--- src/rtl/bin_to_bcd_seq_if.sv ---
// Handshake and result bundle for the sequential binary-to-BCD converter.
interface bin_to_bcd_seq_if #(
  parameter int unsigned WIDTH  = 8,
  parameter int unsigned DIGITS = 3
);
  logic                  start;
  logic [WIDTH-1:0]      bin_in;
  logic                  busy;
  logic                  done;
  logic [4*DIGITS-1:0]   bcd_out;
  logic                  overflow;
  logic                  neg_out;

  modport master (
    output start, bin_in,
    input  busy, done, bcd_out, overflow, neg_out
  );

  modport slave (
    input  start, bin_in,
    output busy, done, bcd_out, overflow, neg_out
  );
endinterface

--- src/rtl/bin_to_bcd_seq.sv ---
// Iterative double-dabble binary-to-BCD converter with start/busy/done handshake.
// Optional two's-complement input when BIN_TO_BCD_SEQ_SIGNED_EN is defined.
module bin_to_bcd_seq #(
  parameter int unsigned WIDTH  = 8,
  parameter int unsigned DIGITS = 3
) (
  input  logic              clk,
  input  logic              rst,
  bin_to_bcd_seq_if.slave   bus
);
  localparam int unsigned BW = 4 * DIGITS;
  localparam int unsigned RW = BW + WIDTH;
  localparam int unsigned CW = $clog2(WIDTH + 1);

  typedef enum logic [1:0] {IDLE, SHIFT, DONE} state_t;

  state_t          state, state_next;
  logic [RW-1:0]   work, work_next;
  logic [CW-1:0]   cnt, cnt_next;
  logic            sticky, sticky_next;
  logic            neg, neg_next;
  logic            busy_q, busy_next;
  logic            done_q, done_next;
  logic [BW-1:0]   bcd_q, bcd_next;
  logic            ovf_q, ovf_next;
  logic            neg_q, neg_q_next;
  logic [BW-1:0]   adj;
  logic [WIDTH-1:0] load_mag;
  logic            load_neg;

  // Per-digit +3 correction, all digits in parallel.
  function automatic logic [BW-1:0] add3(input logic [BW-1:0] f);
    logic [BW-1:0] r;
    r = f;
    for (int k = 0; k < int'(DIGITS); k++) begin
      if (f[4*k +: 4] >= 4'd5) r[4*k +: 4] = f[4*k +: 4] + 4'd3;
    end
    return r;
  endfunction

`ifdef BIN_TO_BCD_SEQ_SIGNED_EN
  assign load_neg = bus.bin_in[WIDTH-1];
  assign load_mag = load_neg ? WIDTH'(-bus.bin_in) : bus.bin_in;
`else
  assign load_neg = 1'b0;
  assign load_mag = bus.bin_in;
`endif

  assign adj = add3(work[RW-1 -: BW]);

  always_ff @(posedge clk or posedge rst) begin
    if (rst) begin
      state  <= IDLE;
      work   <= '0;
      cnt    <= '0;
      sticky <= 1'b0;
      neg    <= 1'b0;
      busy_q <= 1'b0;
      done_q <= 1'b0;
      bcd_q  <= '0;
      ovf_q  <= 1'b0;
      neg_q  <= 1'b0;
    end else begin
      state  <= state_next;
      work   <= work_next;
      cnt    <= cnt_next;
      sticky <= sticky_next;
      neg    <= neg_next;
      busy_q <= busy_next;
      done_q <= done_next;
      bcd_q  <= bcd_next;
      ovf_q  <= ovf_next;
      neg_q  <= neg_q_next;
    end
  end

  always_comb begin
    state_next  = state;
    work_next   = work;
    cnt_next    = cnt;
    sticky_next = sticky;
    neg_next    = neg;
    done_next   = 1'b0;
    bcd_next    = bcd_q;
    ovf_next    = ovf_q;
    neg_q_next  = neg_q;
    case (state)
      IDLE: begin
        if (bus.start) begin
          work_next   = {BW'(0), load_mag};
          cnt_next    = CW'(WIDTH);
          sticky_next = 1'b0;
          neg_next    = load_neg;
          state_next  = SHIFT;
        end
      end
      SHIFT: begin
        // A set MSB on the corrected top digit is a carry past the last decimal place.
        work_next = {adj[BW-2:0], work[WIDTH-1:0], 1'b0};
        if (adj[BW-1]) sticky_next = 1'b1;
        cnt_next = cnt - CW'(1);
        if (cnt == CW'(1)) state_next = DONE;
      end
      DONE: begin
        bcd_next   = work[RW-1 -: BW];
        ovf_next   = sticky;
        neg_q_next = neg;
        done_next  = 1'b1;
        state_next = IDLE;
      end
      default: state_next = IDLE;
    endcase
    busy_next = (state_next == SHIFT);
  end

  assign bus.busy     = busy_q;
  assign bus.done     = done_q;
  assign bus.bcd_out  = bcd_q;
  assign bus.overflow = ovf_q;
  assign bus.neg_out  = neg_q;
endmodule

--- src/flat_wrapper.sv ---
// flat-port wrapper written by rule: the top's interface ports become plain ports
module bin_to_bcd_seq_flat 
#(
  parameter int unsigned WIDTH  = 8,
  parameter int unsigned DIGITS = 3
)
  (clk, rst, bus_start, bus_bin_in, bus_busy, bus_done, bus_bcd_out, bus_overflow, bus_neg_out);
  bin_to_bcd_seq_if #(.WIDTH(WIDTH), .DIGITS(DIGITS)) bus_i ();
  input  logic clk;
  input  logic rst;
  input wire logic [$bits(bus_i.start)-1:0] bus_start;
  input wire logic [$bits(bus_i.bin_in)-1:0] bus_bin_in;
  output wire logic [$bits(bus_i.busy)-1:0] bus_busy;
  output wire logic [$bits(bus_i.done)-1:0] bus_done;
  output wire logic [$bits(bus_i.bcd_out)-1:0] bus_bcd_out;
  output wire logic [$bits(bus_i.overflow)-1:0] bus_overflow;
  output wire logic [$bits(bus_i.neg_out)-1:0] bus_neg_out;
  assign bus_i.start = bus_start;
  assign bus_i.bin_in = bus_bin_in;
  assign bus_busy = bus_i.busy;
  assign bus_done = bus_i.done;
  assign bus_bcd_out = bus_i.bcd_out;
  assign bus_overflow = bus_i.overflow;
  assign bus_neg_out = bus_i.neg_out;
  bin_to_bcd_seq #(.WIDTH(WIDTH), .DIGITS(DIGITS)) u_core (.clk(clk), .rst(rst), .bus(bus_i));
endmodule
--- config.mk ---
export PLATFORM = sky130hd
export DESIGN_NAME = bin_to_bcd_seq_flat
export DESIGN_NICKNAME = d
export VERILOG_FILES = /design/src/rtl/bin_to_bcd_seq_if.sv /design/src/rtl/bin_to_bcd_seq.sv /design/src/flat_wrapper.sv
export SDC_FILE = /design/constraint.sdc
export NUM_CORES = 1
export LEC_CHECK = 0
export BUFFER_PORTS_ARGS = -buffer_cell sky130_fd_sc_hd__buf_2
export CAP_MARGIN = 15
export CORE_MARGIN = 2
export CORE_UTILIZATION = 56
export DETAILED_ROUTE_END_ITERATION = 10
export GPL_TIMING_DRIVEN = 0
export HOLD_SLACK_MARGIN = 0.08
export PLACE_DENSITY = 0.84
export SLEW_MARGIN = 20
export SYNTH_ARGS = -nofsm -noshare
export SYNTH_HDL_FRONTEND = slang
export SYNTH_SLANG_ARGS = --single-unit
--- constraint.sdc ---
create_clock -name clk -period 1.8 [get_ports clk]
set_input_delay 0.36 -clock clk [delete_from_list [all_inputs] [get_ports clk]]
set_output_delay 0.36 -clock clk [all_outputs]
set_load 0.005 [all_outputs]
==> impl_metrics.env <==
export IMPL_grt_max_degree=26
export IMPL_cpMaxStageDelayCell="dfrtp_1"
export IMPL_post_cts_resized=0
export IMPL_reg2reg_from="u_core.work[16]$_DFFE_PP0P_"
export IMPL_path_cells="inv_1 > ha_1 > nand2b_1 > a21oi_1 > mux2i_1 > a22o_1"
export IMPL_finalHoldViolCount=0
export IMPL_drive_gt1_frac=0.229
export IMPL_drc=0
export IMPL_syn_area_um2=1940
export IMPL_ff2ff_path_depth=6
export IMPL_dpl_hpwl_um=2490
export IMPL_die_x_um=62.9
export IMPL_pin_count=27
export IMPL_overflow=0
export IMPL_antenna_found_initial=0
export IMPL_setup_viol=0
export IMPL_crit_required_ps=2060
export IMPL_end_kind="register"
export IMPL_setup_worst_path_class="reg2reg"
export IMPL_seq_area_frac_synth=0.541
export IMPL_postSynth_asyncResetShare=1.00
export IMPL_initial_core_util=0.582
export IMPL_crit_start="u_core.work[16]$_DFFE_PP0P_"
export IMPL_final_nets=233
export IMPL_ir_worst_vdd_uv=885
export IMPL_cp_arrival_ps=1890
export IMPL_io_buffers=25
export IMPL_synth_cell_types=32
export IMPL_period_share=0.906
export IMPL_rsz0062_at_grt="false"
export IMPL_synth_top_area_share=0.541
export IMPL_core_area_um2=3340
export IMPL_finClkSkew_ps=12.8
export IMPL_synth_edff_count=0
export IMPL_cts_tree="done"
export IMPL_routed_via_density=5.27
export IMPL_clk_pin_slew_worst_paths_ps=120
export IMPL_ant_nets=0
export IMPL_critical_path_top_delay_family="compound AO/OA/AOI/OAI gates"
export IMPL_reg2reg_to="u_core.work[18]$_DFFE_PP0P_"
export IMPL_ys_seq_elements=42
export IMPL_area_growth_pct=13.7
export IMPL_status="complete, no violations"
export IMPL_dr_pass1_iters=4
export IMPL_max_stage_delay_ps=420
export IMPL_fmax_mhz=613
export IMPL_hp_class="in2reg"
export IMPL_n_antenna_cell=0
export IMPL_synthTopCellsByArea="dfrtp_1, ha_1, nand2_1"
export IMPL_gp_congestion=0.799
export IMPL_synthCells=180
export IMPL_rrSetupSlack_ps=170
export IMPL_setup_tns_ps=0
export IMPL_synth_flop_cell="dfrtp_1"
export IMPL_synthesis_nets=199
export IMPL_fillers=267
export IMPL_wire_per_inst_um=13.6
export IMPL_worstSetupStartpointType="register"
export IMPL_placed_cells=252
export IMPL_grt_pass1_wl_um=6330
export IMPL_ctsHtreeMaxLevel=2
export IMPL_p_per_area_nw_per_um2=1730
export IMPL_clk_latency_ps=360
export IMPL_final_common_cell="dfrtp_1"
export IMPL_path_buf_inv=1
export IMPL_drv_cap=0
export IMPL_yosysWarnings=0
export IMPL_synth_top_cell_by_area="dfrtp_1"
export IMPL_num_rows=21
export IMPL_crit_path_max_fanout=4
export IMPL_crit_cells=6
export IMPL_die_area_um2=3960
export IMPL_grt_total_usage=0.205
export IMPL_drtIter0Drc=87
export IMPL_cts_sinks=42
export IMPL_cts_made_buffers=5
export IMPL_vias=1369
export IMPL_layout_common_cells="dfrtp_1, buf_2, nand2_1, o21ai_0, nor2_1"
export IMPL_period_needed_ps=1630
export IMPL_critPathCapture="u_core.work[18]$_DFFE_PP0P_"
export IMPL_avgSynthCellArea_um2=10.8
export IMPL_drv_slew=0
export IMPL_leakage_uw=0.00110
export IMPL_clk_path_buf_depth=2
export IMPL_wl_um=3540
export IMPL_finalNonFillerCells=260
export IMPL_root_buffer="clkbuf_4"
export IMPL_fp_dieH_um=62.9
export IMPL_grt_pass1_vias=1337
[through the flow]
step / hold WS (ps) / area (µm²) / util / worst slack, ps / power [µW]
after floorplan: 449 / 1940 / - / 397 / 2920
after CTS: 234 / 2210 / 0.662 / 170 / 3840
after global placement: 457 / 2130 / 0.637 / -59.2 / 3310
after detailed placement: 380 / 2150 / 0.645 / 212 / 3410
final: 239 / 2210 / 0.662 / 169 / 3810
after global routing: 241 / 2210 / 0.662 / 57.8 / 4170
[how the worst min path moves through the flow]
| stage | start | to | slack, ps | cells after the start |
|---|---|---|---|---|
| floorplan | u_core.work[7]$_DFFE_PP0P_ | u_core.work[8]$_DFFE_PP0P_ | 450 | 2 |
| global placement | u_core.bus.bcd_out[0]$_DFFE_PP0P_ | u_core.bus.bcd_out[0]$_DFFE_PP0P_ | 460 | 2 |
| detailed placement | rst | u_core.bus.bcd_out[10]$_DFFE_PP0P_ | 380 | 2 |
| CTS | bus_bin_in[4] | u_core.work[4]$_DFFE_PP0P_ | 230 | 3 |
| global route | bus_bin_in[4] | u_core.work[4]$_DFFE_PP0P_ | 240 | 3 |
| finish | bus_bin_in[4] | u_core.work[4]$_DFFE_PP0P_ | 240 | 3 |
[area by class of cell]
cell class / instances / area (µm²) / share of cell area
flip-flops and latches: 42 / 1050 / 0.476
well taps: 46 / 57.6 / 0.0261
plain buffers: 10 / 81.3 / 0.0368
multi-input cells: 118 / 773 / 0.350
inverters: 10 / 37.5 / 0.0170
repair buffers: 27 / 163 / 0.0737
clock buffers: 7 / 45.0 / 0.0204
[registers in the layout, indices dropped and copies added (netlist names)]
register             count
u_core.sticky            1
u_core.bus.busy          1
u_core.bus.overflow      1
u_core.state             2
u_core.bus.done          1
u_core.bus.bcd_out      12
u_core.work             20
u_core.cnt               4
[Yosys cell counts, types with 4 or more instances]
cell,n
ha_1,8
dfrtp_1,42
a31oi_1,7
a32o_1,4
o21ai_0,14
o31ai_1,4
o22ai_1,5
mux2_2,7
a21oi_1,5
buf_6,4
nand2b_1,6
inv_1,10
nor2_1,12
nand2_1,23
[cell families after synthesis]
| family | Yosys count | synth area share |
|---|---|---|
| simple gates | 50 | 0.122 |
| compound gates | 44 | 0.144 |
| flops | 42 | 0.541 |
| buf+inv | 20 | 0.0612 |
| mux | 10 | 0.0560 |
| fa+ha+maj | 8 | 0.0515 |
| xor+xnor | 5 | 0.0225 |
| other cells | 1 | 0.00193 |
[routing by layer]
layer	wire (µm)	GRT usage	up-vias
li1	-	-	688
met1	1740	0.280	648
met2	1610	0.320	25
met3	121	0.0342	8
met4	72	0.100	0
met5	0	0	-
[power by group]
part	leakage [µW]	switching [µW]	internal [µW]
clock	0.0000254	284	147
combinational	0.000546	955	846
sequential	0.000533	257	1330
[what timing repair did]
item	CTS	global route
setup buffers	0	0
hold endpoints to repair	17	0
hold buffers	1	0
[worst reg2reg max path, delay by kind of cell (launching register included)]
family,cells,cell delay (ps)
compound gates,2,540
flops,1,420
mux,1,140
buf+inv,1,150
simple gates,1,70
fa+ha+maj,1,210
(Power assumes the default switching activity.)
